`src/rtl/rst_seq_pkg.sv`:
```
// Shared types and helpers for the staged reset sequencer.
// State and cause encodings are visible on ports, so their values are fixed explicitly.
package rst_seq_pkg;

    typedef enum logic [2:0] {
        HOLD     = 3'd0,
        DEBOUNCE = 3'd1,
        RELEASE  = 3'd2,
        RUN      = 3'd3,
        SW_HOLD  = 3'd4
    } state_e;

    typedef enum logic [1:0] {
        POR       = 2'd0,
        EXT       = 2'd1,
        LOCK_LOST = 2'd2,
        SW        = 2'd3
    } cause_e;

    localparam int LOCK_CNT_W = 8;

    // One shared counter serves debounce, stage spacing and software hold.
    function automatic int cnt_width(input int a, input int b, input int c);
        int m;
        m = (a > b) ? a : b;
        m = (m > c) ? m : c;
        return (m > 1) ? $clog2(m) : 1;
    endfunction

endpackage

```
`src/rtl/sync_bit.sv`:
```
// Single-bit flop-chain synchroniser for asynchronous level inputs.
// Clears to 0 on reset so an unknown input reads as "not good".
module sync_bit #(
    parameter int STAGES = 2
) (
    input  logic i_clk,
    input  logic i_rst,
    input  logic i_d,
    output logic o_q
);

    logic [STAGES-1:0] r_chain;

    // Shift the asynchronous input through the chain.
    always_ff @(posedge i_clk) begin
        if (i_rst) begin
            r_chain <= '0;
        end else begin
            r_chain <= {r_chain[STAGES-2:0], i_d};
        end
    end

    assign o_q = r_chain[STAGES-1];

endmodule

```
`src/rtl/reset_sequencer.sv`:
```
// Reset controller: debounces PLL lock and button reset, releases domain resets in order,
// and drops every domain at once on a fault or software request while recording the cause.
module reset_sequencer
    import rst_seq_pkg::*;
#(
    parameter int NUM_DOMAINS     = 4,
    parameter int SYNC_STAGES     = 2,
    parameter int DEBOUNCE_CYCLES = 16,
    parameter int STAGE_DELAY     = 8,
    parameter int SW_HOLD_CYCLES  = 32
) (
    input  logic                   clk,
    input  logic                   rst,
    input  logic                   ext_rst_n_i,
    input  logic                   pll_locked_i,
    input  logic                   sw_rst_req_i,
    output logic [NUM_DOMAINS-1:0] rst_n_o,
    output logic                   all_ready_o,
    output logic [2:0]             state_o,
    output logic [1:0]             reset_cause_o,
    output logic [7:0]             lock_loss_cnt_o
);

    localparam int CNT_W = cnt_width(DEBOUNCE_CYCLES, STAGE_DELAY, SW_HOLD_CYCLES);
    localparam int IDX_W = (NUM_DOMAINS > 1) ? $clog2(NUM_DOMAINS) : 1;

    logic w_ext_s;
    logic w_locked_s;
    logic w_good;
    logic w_fault;

    state_e                r_state, w_state_nx;
    cause_e                r_cause, w_cause_nx;
    logic [CNT_W-1:0]      r_cnt, w_cnt_nx;
    logic [IDX_W-1:0]      r_idx, w_idx_nx;
    logic [NUM_DOMAINS-1:0] r_rst_n, w_rst_n_nx;
    logic [LOCK_CNT_W-1:0] r_lock_cnt, w_lock_cnt_nx;
    logic                  r_all_ready;

    sync_bit #(.STAGES(SYNC_STAGES)) u_sync_ext (
        .i_clk (clk),
        .i_rst (rst),
        .i_d   (ext_rst_n_i),
        .o_q   (w_ext_s)
    );

    sync_bit #(.STAGES(SYNC_STAGES)) u_sync_lock (
        .i_clk (clk),
        .i_rst (rst),
        .i_d   (pll_locked_i),
        .o_q   (w_locked_s)
    );

    assign w_good  = w_locked_s & w_ext_s;
    assign w_fault = ~w_good & ((r_state == RELEASE) | (r_state == RUN) | (r_state == SW_HOLD));

    // Next-state, counter, release mask and cause logic; a fault overrides everything else.
    always_comb begin
        w_state_nx    = r_state;
        w_cause_nx    = r_cause;
        w_cnt_nx      = r_cnt;
        w_idx_nx      = r_idx;
        w_rst_n_nx    = r_rst_n;
        w_lock_cnt_nx = r_lock_cnt;

        case (r_state)
            HOLD: begin
                w_rst_n_nx = '0;
                if (w_good) begin
                    w_state_nx = DEBOUNCE;
                    w_cnt_nx   = '0;
                end else begin
                    w_cnt_nx   = '0;
                end
            end
            DEBOUNCE: begin
                if (!w_good) begin
                    w_state_nx = HOLD;
                    w_cnt_nx   = '0;
                end else if (r_cnt == CNT_W'(DEBOUNCE_CYCLES - 1)) begin
                    w_state_nx = RELEASE;
                    w_cnt_nx   = '0;
                    w_idx_nx   = '0;
                end else begin
                    w_cnt_nx   = r_cnt + CNT_W'(1);
                end
            end
            RELEASE: begin
                if (r_cnt == CNT_W'(STAGE_DELAY - 1)) begin
                    // Domains fill from bit 0 upward, one per stage interval.
                    w_rst_n_nx = (r_rst_n << 1) | NUM_DOMAINS'(1);
                    w_cnt_nx   = '0;
                    if (r_idx == IDX_W'(NUM_DOMAINS - 1)) begin
                        w_state_nx = RUN;
                        w_idx_nx   = '0;
                    end else begin
                        w_idx_nx   = r_idx + IDX_W'(1);
                    end
                end else begin
                    w_cnt_nx = r_cnt + CNT_W'(1);
                end
            end
            RUN: begin
                if (sw_rst_req_i) begin
                    w_state_nx = SW_HOLD;
                    w_cnt_nx   = '0;
                    w_cause_nx = SW;
                    w_rst_n_nx = '0;
                end else begin
                    w_rst_n_nx = '1;
                end
            end
            SW_HOLD: begin
                w_rst_n_nx = '0;
                if (r_cnt == CNT_W'(SW_HOLD_CYCLES - 1)) begin
                    w_state_nx = DEBOUNCE;
                    w_cnt_nx   = '0;
                end else begin
                    w_cnt_nx   = r_cnt + CNT_W'(1);
                end
            end
            default: begin
                w_state_nx = HOLD;
                w_cnt_nx   = '0;
                w_idx_nx   = '0;
                w_rst_n_nx = '0;
            end
        endcase

        if (w_fault) begin
            w_state_nx = HOLD;
            w_cnt_nx   = '0;
            w_idx_nx   = '0;
            w_rst_n_nx = '0;
            if (!w_locked_s) begin
                w_cause_nx = LOCK_LOST;
                if (r_lock_cnt != 8'hFF) begin
                    w_lock_cnt_nx = r_lock_cnt + 8'd1;
                end else begin
                    w_lock_cnt_nx = r_lock_cnt;
                end
            end else begin
                w_cause_nx = EXT;
            end
        end else begin
            w_lock_cnt_nx = w_lock_cnt_nx;
        end
    end

    // State, counters and registered outputs.
    always_ff @(posedge clk) begin
        if (rst) begin
            r_state     <= HOLD;
            r_cause     <= POR;
            r_cnt       <= '0;
            r_idx       <= '0;
            r_rst_n     <= '0;
            r_lock_cnt  <= 8'd0;
            r_all_ready <= 1'b0;
        end else begin
            r_state     <= w_state_nx;
            r_cause     <= w_cause_nx;
            r_cnt       <= w_cnt_nx;
            r_idx       <= w_idx_nx;
            r_rst_n     <= w_rst_n_nx;
            r_lock_cnt  <= w_lock_cnt_nx;
            r_all_ready <= (w_state_nx == RUN);
        end
    end

    assign rst_n_o         = r_rst_n;
    assign all_ready_o     = r_all_ready;
    assign state_o         = r_state;
    assign reset_cause_o   = r_cause;
    assign lock_loss_cnt_o = r_lock_cnt;

endmodule

```
`config.mk`:
```
export PLATFORM = sky130hd
export DESIGN_NAME = reset_sequencer
export DESIGN_NICKNAME = d
export VERILOG_FILES = /design/src/rtl/rst_seq_pkg.sv /design/src/rtl/sync_bit.sv /design/src/rtl/reset_sequencer.sv
export SDC_FILE = /design/constraint.sdc
export NUM_CORES = 1
export LEC_CHECK = 0
export ABC_CLOCK_PERIOD_IN_PS = 4200
export CAP_MARGIN = 15
export CORE_MARGIN = 2
export CORE_UTILIZATION = 25
export CTS_CLUSTER_DIAMETER = 30
export DETAILED_ROUTE_END_ITERATION = 10
export PLACE_DENSITY_LB_ADDON = 0.12
export SYNTH_ARGS = -nofsm -noshare
export SYNTH_HDL_FRONTEND = slang
export SYNTH_SLANG_ARGS = --single-unit
```
`constraint.sdc`:
```
create_clock -name clk -period 4.2 [get_ports clk]
set_input_delay 0.63 -clock clk [delete_from_list [all_inputs] [get_ports clk]]
set_output_delay 0.63 -clock clk [all_outputs]
set_load 0.03 [all_outputs]
```
* Word level (Yosys, flattened, before mapping)
Cells that the tools add are included.
Word-level totals: input port bits 5, register bits after elaboration 29, output and inout port bits 18
Operators by class: reductions and logical operators 9, bitwise logic cells 8, eq/ne operators 14, add/subtract/negate cells 3, multiplexer cells 27
Operator list (count):
- $mux 5 | 5
- $mux 3 | 8
- $pmux 5 s4 | 1
- $mux 2 | 8
- $pmux 3 s5 | 1
- $pmux 4 s3 | 1
- $eq 3x2->1 const B | 3
- $add 8x1->8 const B | 1
- $mux 4 | 2
- $ne 8x8->1 const B | 1
- $ne 2x2->1 const B | 3
- $pmux 2 s3 | 1
- $add 5x1->5 const B | 1
- $eq 5x3->1 const B | 1
- $eq 5x4->1 const B | 1
- $eq 5x5->1 const B | 1
- $not 1->1 | 4
- $reduce_and 2->1 | 2
- $reduce_and 4->1 | 1
- $reduce_bool 2->1 | 2
- $eq 3x1->1 const B | 1
- $eq 3x3->1 const B | 1
- $logic_not 3->1 | 1
- $reduce_and 3->1 | 1
- other kinds (7) | 9

* Logic depth before layout (Yosys ltp)
Gate-level depths: netlist of run 1.
word-level depth 6, depth in mapped cells 8, depth with buffers taken out 8

* Modules after synthesis
Synthesis of run 1 repeated with hierarchy kept, for this count alone.
Second synthesis, totals: cell total of the unflattened synthesis 165, area total of the unflattened synthesis 1392.6 um^2
Modules (own cells, without submodules):
- reset_sequencer | instances 1, cells each 157, area an instance 1287.5 um^2
- sync_bit | instances 2, cells each 4, area an instance 52.6 um^2

* Least setup slack after synthesis of run 1
Ideal clock, no wire load.
kind reg-to-reg, start register r_cnt[0], end register r_cnt[0], cell stages (with the launch flop) 9, buffers on the path 0, data required time 4.114 ns, data arrival time 1.962 ns, slack 2.153 ns, path through dfxtp_1 ha_1 nand3_1 inv_1 ha_1 or4b_2 o41ai_1 nor3_1 a211oi_1
Between the ends: word-level cells in the longest chain between the ends 4, elaborated cells between the ends (all ways) 9, classes of those cells add/sub: 1; eq/ne: 3; mux: 5
RTL lines:
- start: declaration | line reset_sequencer.sv:34 | logic [CNT_W-1:0] r_cnt, w_cnt_nx;
- start signal: assignment | line reset_sequencer.sv:163 | r_cnt <= w_cnt_nx;
- $add 5x1->5 / $eq 5x4->1 (equally long branches)
- $mux 5 | line reset_sequencer.sv:80 | end else if (r_cnt == CNT_W'(DEBOUNCE_CYCLES - 1)) begin
- $mux 5 | line reset_sequencer.sv:77 | if (!w_good) begin
- $pmux 5 s4 (*) | line reset_sequencer.sv:66 | case (r_state)
Every way passes the cells marked *; elsewhere a longest branch is shown, timed or not. A chain may end at the register's enable or synchronous reset.

* Final worst setup path of run 1
start register r_state[0] (netlist: state_o[0]), end output state_o[0]
RTL lines:
- start: declaration | line reset_sequencer.sv:32 | state_e r_state, w_state_nx;
- start signal: assignment | line reset_sequencer.sv:161 | r_state <= w_state_nx;
- end: declaration | line reset_sequencer.sv:19 | output logic [2:0] state_o,
No word-level cell between the ends.

==> metrics.txt, run 1 <==
fin crit share=0.575; mapped cell area=about 1500 µm²; Die W=a little over 80 µm; area delta synth->final=24.1%; Buf/Inv on CP=1; worst hold path class=reg -> reg; Final setup viols=0; clk root buf=clkbuf_8; synth unique cells=47; register bit total from synthesis=29; RSZ-0062 raised after global routing=no; most frequent cell after synthesis=dfxtp_1; worst-margin pin slew=714 ps; critical path type=reg -> out; final WL=around 3600 µm; Initial Util=0.255; Longest Clk Path Bufs=2; Worst R2R Start=r_cnt[0]$_SDFFE_PP0N_; Syn Area/Cell=8.42 µm²; layout cells sized above 1=0.0603; Detailed Place HPWL=~2600 µm; Core Region=~5900 µm²; H-tree levels=2; met1 Track Usage GR=0.147; worst-path cell chain=clkdlybuf4s50_1; drt pass-1 iters=4; Die ar.=about 6600 µm²; total CTS buffers=5; post-route ant nets=0; initial antenna violation count=0; CP startpoint=state_o[0]$_SDFF_PP0_; Fin. Hold Viols=0; leading area contributor after synthesis=dfxtp_1; setup bufs post-CTS=0; critical path's slowest cell=clkdlybuf4s50_1; Clock transition at path regs=60 ps; Slew Limit Fails=0; Final min period=about 2400 ps; Final Wtd Congestion=0.808; fmax=just over 400 MHz; DRC=0; Worst Skew=slightly below 7 ps; PwrDens=around 270 nW/µm²; Final #Nets=between 200 and 250; DRT iter0 DRCs=144; setup ws final=about 1800 ps; first-pass GRT wire length=between 5000 and 6000 µm; diode count=0; Setup crit end kind=primary output; Clock Latency Late Sink=~280 ps; CTS tree=built; CTS Hold Buffers Added=0; die height=just over 80 µm; setup TNS=0 ps; syn_nets=about 190; # rows=28; top_reg_cell synth=dfxtp_1; Top Ports=23; GRT Max-Usage Layer=met2; vias in the first global route=about 1300; post-DR vias/cell=4.93; clk sinks=29; Leakage=between 0.0006 and 0.0007 µW; Largest stage delay, worst path=790 ps; Slew headroom=0.523; post-route insts no fill=274; Synth Warn #=0; largest net degree at the start of global routing=21; CP Data Arrival Time=between 1500 and 2000 ps; vias post-DR=approximately 1400; Post-Synthesis Cells=around 180; status=finished clean; GR Util met2=0.193; maximum fanout along the worst path=20; # port buffers=22; Synth top area share=0.390; GRT overflow=0; register area share after synthesis=0.390; CP startpoint kind=flop; CP delay by family, top=buffers and inverters; GRT Overall Usage=0.119; placed insts=between 200 and 300; Max-cap violations=0; Synth area leaders=dfxtp_1 (39%), a21oi_1 (6.7%), ha_1 (5.0%); Wirelength per Cell=roughly 13 µm; DP Worst Slack=1930 ps; Post-synth ARST share=0; Final Power=between 500 and 600 µW; Worst VDD drop=a little under 0.1 mV; number of flops mapped to enable cells by yosys=0; M3 GR Usage=0.0344; post-CTS sizing=0; most frequent cells after synthesis=dfxtp_1 (29), a21oi_1 (20), nor2_1 (13); Worst Min Path Start=u_sync_lock.r_chain[0]$_SDFF_PP0_; WP data required=roughly 3600 ps
## layer usage
layer | routed length [µm] | part of all wire
met5 | 0 | 0
met4 | 62 | 0.017
met3 | 160 | 0.044
met2 | 1700 | 0.47
met1 | 1710 | 0.47
## cell usage in the layout, fill, tap and decap left out, drive strengths merged, types with 2 or more instances in the layout
cell type      synthesis  layout
o31ai                  3       3
o21bai                 2       2
nor3                   5       5
nand3                  8       8
nor2                  13      13
dfxtp                 29      29
clkdlybuf4s50          0      22
o21ai                  9       9
or3                    4       4
nor2b                  8       8
nand4                  2       2
and2                   2       2
inv                    6       6
nor3b                  2       2
nand2b                 4       4
mux2i                  2       2
nor4                   2       2
a21oi                 20      20
a211oi                 6       6
a2bb2oi                2       2
nand2                 10      10
clkbuf                 7       8
ha                     6       6
## where the power goes
part / internal, µW / switching [µW] / total (µW)
Combinational: 6.14 / 6.61 / 12.8
Clock: 117 / 98.6 / 216
Sequential: 277 / 1.34 / 278
## layout make-up
class | count | area, µm²
clock buffers | 8 | 80.1
fillers | 624 | 4000
inverters | 6 | 22.5
multi-input cells | 133 | 845
flip-flops and latches | 29 | 581
well taps | 75 | 93.8
repair buffers | 23 | 228
## cells by family after synthesis
| group | share of synthesized area |
|---|---|
| simple gates | 0.258 |
| compound gates | 0.232 |
| flops | 0.390 |
| buf+inv | 0.0437 |
| fa+ha+maj | 0.0504 |
| mux | 0.0210 |
| xor+xnor | 0.00588 |
## state kept, by name, indices dropped and copies added (netlist names)
register,flops
lock_loss_cnt_o,8
reset_cause_o,2
r_cnt,5
r_idx,2
u_sync_ext.r_chain,2
rst_n_o,4
state_o,3
all_ready_o,1
u_sync_lock.r_chain,2
## per-stage QoR
step,cell area [µm²],utilization,hold WS (ps)
final,1850,0.316,434
after global routing,1850,0.316,454
after CTS,1850,0.316,438
after detailed placement,1770,0.302,424
after global placement,1770,0.302,430
after floorplan,1490,-,414
## final timing paths
| check | end | slack (ps) | depth (start not counted) |
|---|---|---|---|
| max | state_o[0] | 1790 | 1 |
| min | u_sync_lock.r_chain[1]$_SDFF_PP0_ | 430 | 1 |
| max reg2reg | r_cnt[0]$_SDFFE_PP0N_ | 1890 | 8 |
| min reg2reg | u_sync_lock.r_chain[1]$_SDFF_PP0_ | 430 | 1 |
## worst reg2reg max path, cell delays in order, from the launching register on
cell      delay (ps)
dfxtp_1          340
ha_1             270
nand3_1          130
inv_1             70
ha_1             190
or4b_2           690
o41ai_1          160
nor3_1           110
a211oi_1         260
Note: power is estimated with default switching activity, not from simulation.
==> inputs of run 2 (changes only) <==
Settings changed: ABC_CLOCK_PERIOD_IN_PS 4200 to 2000.
Clock period 4.2 ns to 2 ns, I/O delays scaled along.
==> run 2 against run 1 <==
Setup slack worse by 1700 ps; first-iteration DRC count down 40%; clock skew is 1.8 ps lower; global-route usage grew 1.3 points; clock power grew to 3.4 times the previous value; sequential power increased by 110%; clock-buffer cell count decreased by 3; sequential cell count stayed put; final cell count up 5.1%; non-clock buffer count up 14; largest power group is now clock; highest routed layer unchanged.
==> metrics.txt, run 2 (synthesized netlist as in run 1, its figures left out) <==
Wirelength per Cell=around 14 µm; DRT iter0 DRCs=86; status=finished clean; Die W=81.2 µm; CP startpoint kind=flop; most frequent cells in the layout=dfxtp_1 (29), clkdlybuf4s50_1 (22), a21oi_1 (20); final WL=a little under 4000 µm; post-DR vias/cell=around 5.0; Fin. Hold Viols=0; Die ar.=between 6000 and 7000 µm²; post-route ant nets=0; Detailed Place HPWL=about 2900 µm; worst-margin pin slew=approximately 500 ps; Worst Skew=around 5 ps; CTS tree=built; total CTS buffers=5; design area=2050 µm²; Final Power=1340 µW; Slew Limit Fails=0; Clock Latency Late Sink=~280 ps; maximum fanout along the worst path=4; max reg flops=8; area delta synth->final=37.4%; setup TNS=0 ps; WP data required=2190 ps; DRC=0; initial antenna violation count=0; Final setup viols=0; GRT Overall Usage=0.132; layout cells sized above 1=0.164; commonest non-fill, non-tap cell in the layout=dfxtp_1; Sequential Power Share=0.436; clk sinks=29; Slew headroom=0.662; Max-cap violations=0; fmax=around 530 MHz; worst hold path class=reg -> reg; Worst VDD drop=0.291 mV; vias post-DR=~1400; # port buffers=22; Internal=around 1100 µW; clk root buf=clkbuf_8; Final #Nets=223; diode count=0; GRT overflow=0; Top Ports=23; critical path type=reg -> reg; setup bufs post-CTS=0; Leakage=between 0.0007 and 0.0008 µW; Longest Clk Path Bufs=2; Setup crit end kind=flop; PwrDens=between 600 and 700 nW/µm²; Core Region=roughly 6000 µm²; largest net degree at the start of global routing=20; power share of the clock group=0.543; die height=around 80 µm; DP Area=about 1900 µm²; H-tree levels=2; drt pass-1 iters=4; fin crit share=0.940; Clock transition at path regs=about 70 ps; Final Wtd Congestion=~0.81; share of total power in combinational logic=0.022; vias in the first global route=around 1400; # rows=28; CP Data Arrival Time=approximately 2100 ps; P_sw=about 250 µW; Final min period=between 1500 and 2000 ps; Initial Util=0.255; Switching Share=0.187; first-pass GRT wire length=about 6600 µm
[run 2: changes by cell type in the layout (fill, tap and decap cells not counted), sizes merged]
cell,change
bufinv,+2
buf,+14
clkbuf,-3
clkinv,+1
[run 2: cell type report]
| cell class | instances | area, µm² |
|---|---|---|
| inverters | 6 | 22.5 |
| flip-flops and latches | 29 | 581 |
| fillers | 616 | 3800 |
| repair buffers | 37 | 333 |
| well taps | 75 | 93.8 |
| clock inverters | 3 | 65.1 |
| multi-input cells | 133 | 883 |
| clock buffers | 5 | 68.8 |
[run 2: routing by layer]
| layer | wire, µm | vias up | track usage |
|---|---|---|---|
| met4 | 65 | 0 | 0.0559 |
| met5 | 0 | - | 0 |
| met3 | 160 | 8 | 0.0300 |
| met1 | 1820 | 676 | 0.165 |
| li1 | - | 727 | - |
| met2 | 1890 | 31 | 0.219 |
[run 2: per-stage QoR]
step / utilization / setup WS [ps] / std cells / hold WS, ps
6_report: 0.350 / 120 / 288 / 437
5_1_grt: 0.350 / -2.11 / 288 / 461
4_1_cts: 0.348 / 102 / 288 / 439
3_5_place_dp: 0.322 / -80.4 / 280 / 423
3_3_place_gp: 0.322 / -5.35 / 280 / 429
2_1_floorplan: - / 25.2 / 177 / 414
[run 2: repair_timing]
| item | CTS | global route |
|---|---|---|
| pin swaps | 1 | 2 |
| hold buffers | 0 | 0 |
| cloned | 0 | 0 |
| gates resized for setup | 3 | 4 |
| setup endpoints to repair | 4 | 4 |
[run 2: worst paths after layout]
check	slack [ps]	startpoint	endpoint	cells after the start
hold / removal	440	u_sync_ext.r_chain[0]$_SDFF_PP0_	u_sync_ext.r_chain[1]$_SDFF_PP0_	1
setup / recovery	120	r_cnt[0]$_SDFFE_PP0N_	r_cnt[2]$_SDFFE_PP0N_	8
hold reg to reg	440	u_sync_ext.r_chain[0]$_SDFF_PP0_	u_sync_ext.r_chain[1]$_SDFF_PP0_	1
setup reg to reg	120	r_cnt[0]$_SDFFE_PP0N_	r_cnt[2]$_SDFFE_PP0N_	8
[run 2: power by group through the flow]
stage	Combinational (µW)	Sequential, µW	Clock (µW)
floorplan	14.4	597	0
global placement	29.1	597	0
detailed placement	29.6	597	0
CTS	29.7	584	753
global route	32.1	584	776
finish	29.1	584	727
[run 2: critical path: stages (launching register included)]
cell	delay (ps)
dfxtp_1	320
ha_2	190
nand3_2	90
inv_2	40
ha_2	170
or4b_4	560
o41ai_4	90
nor2_1	70
nor4_1	250
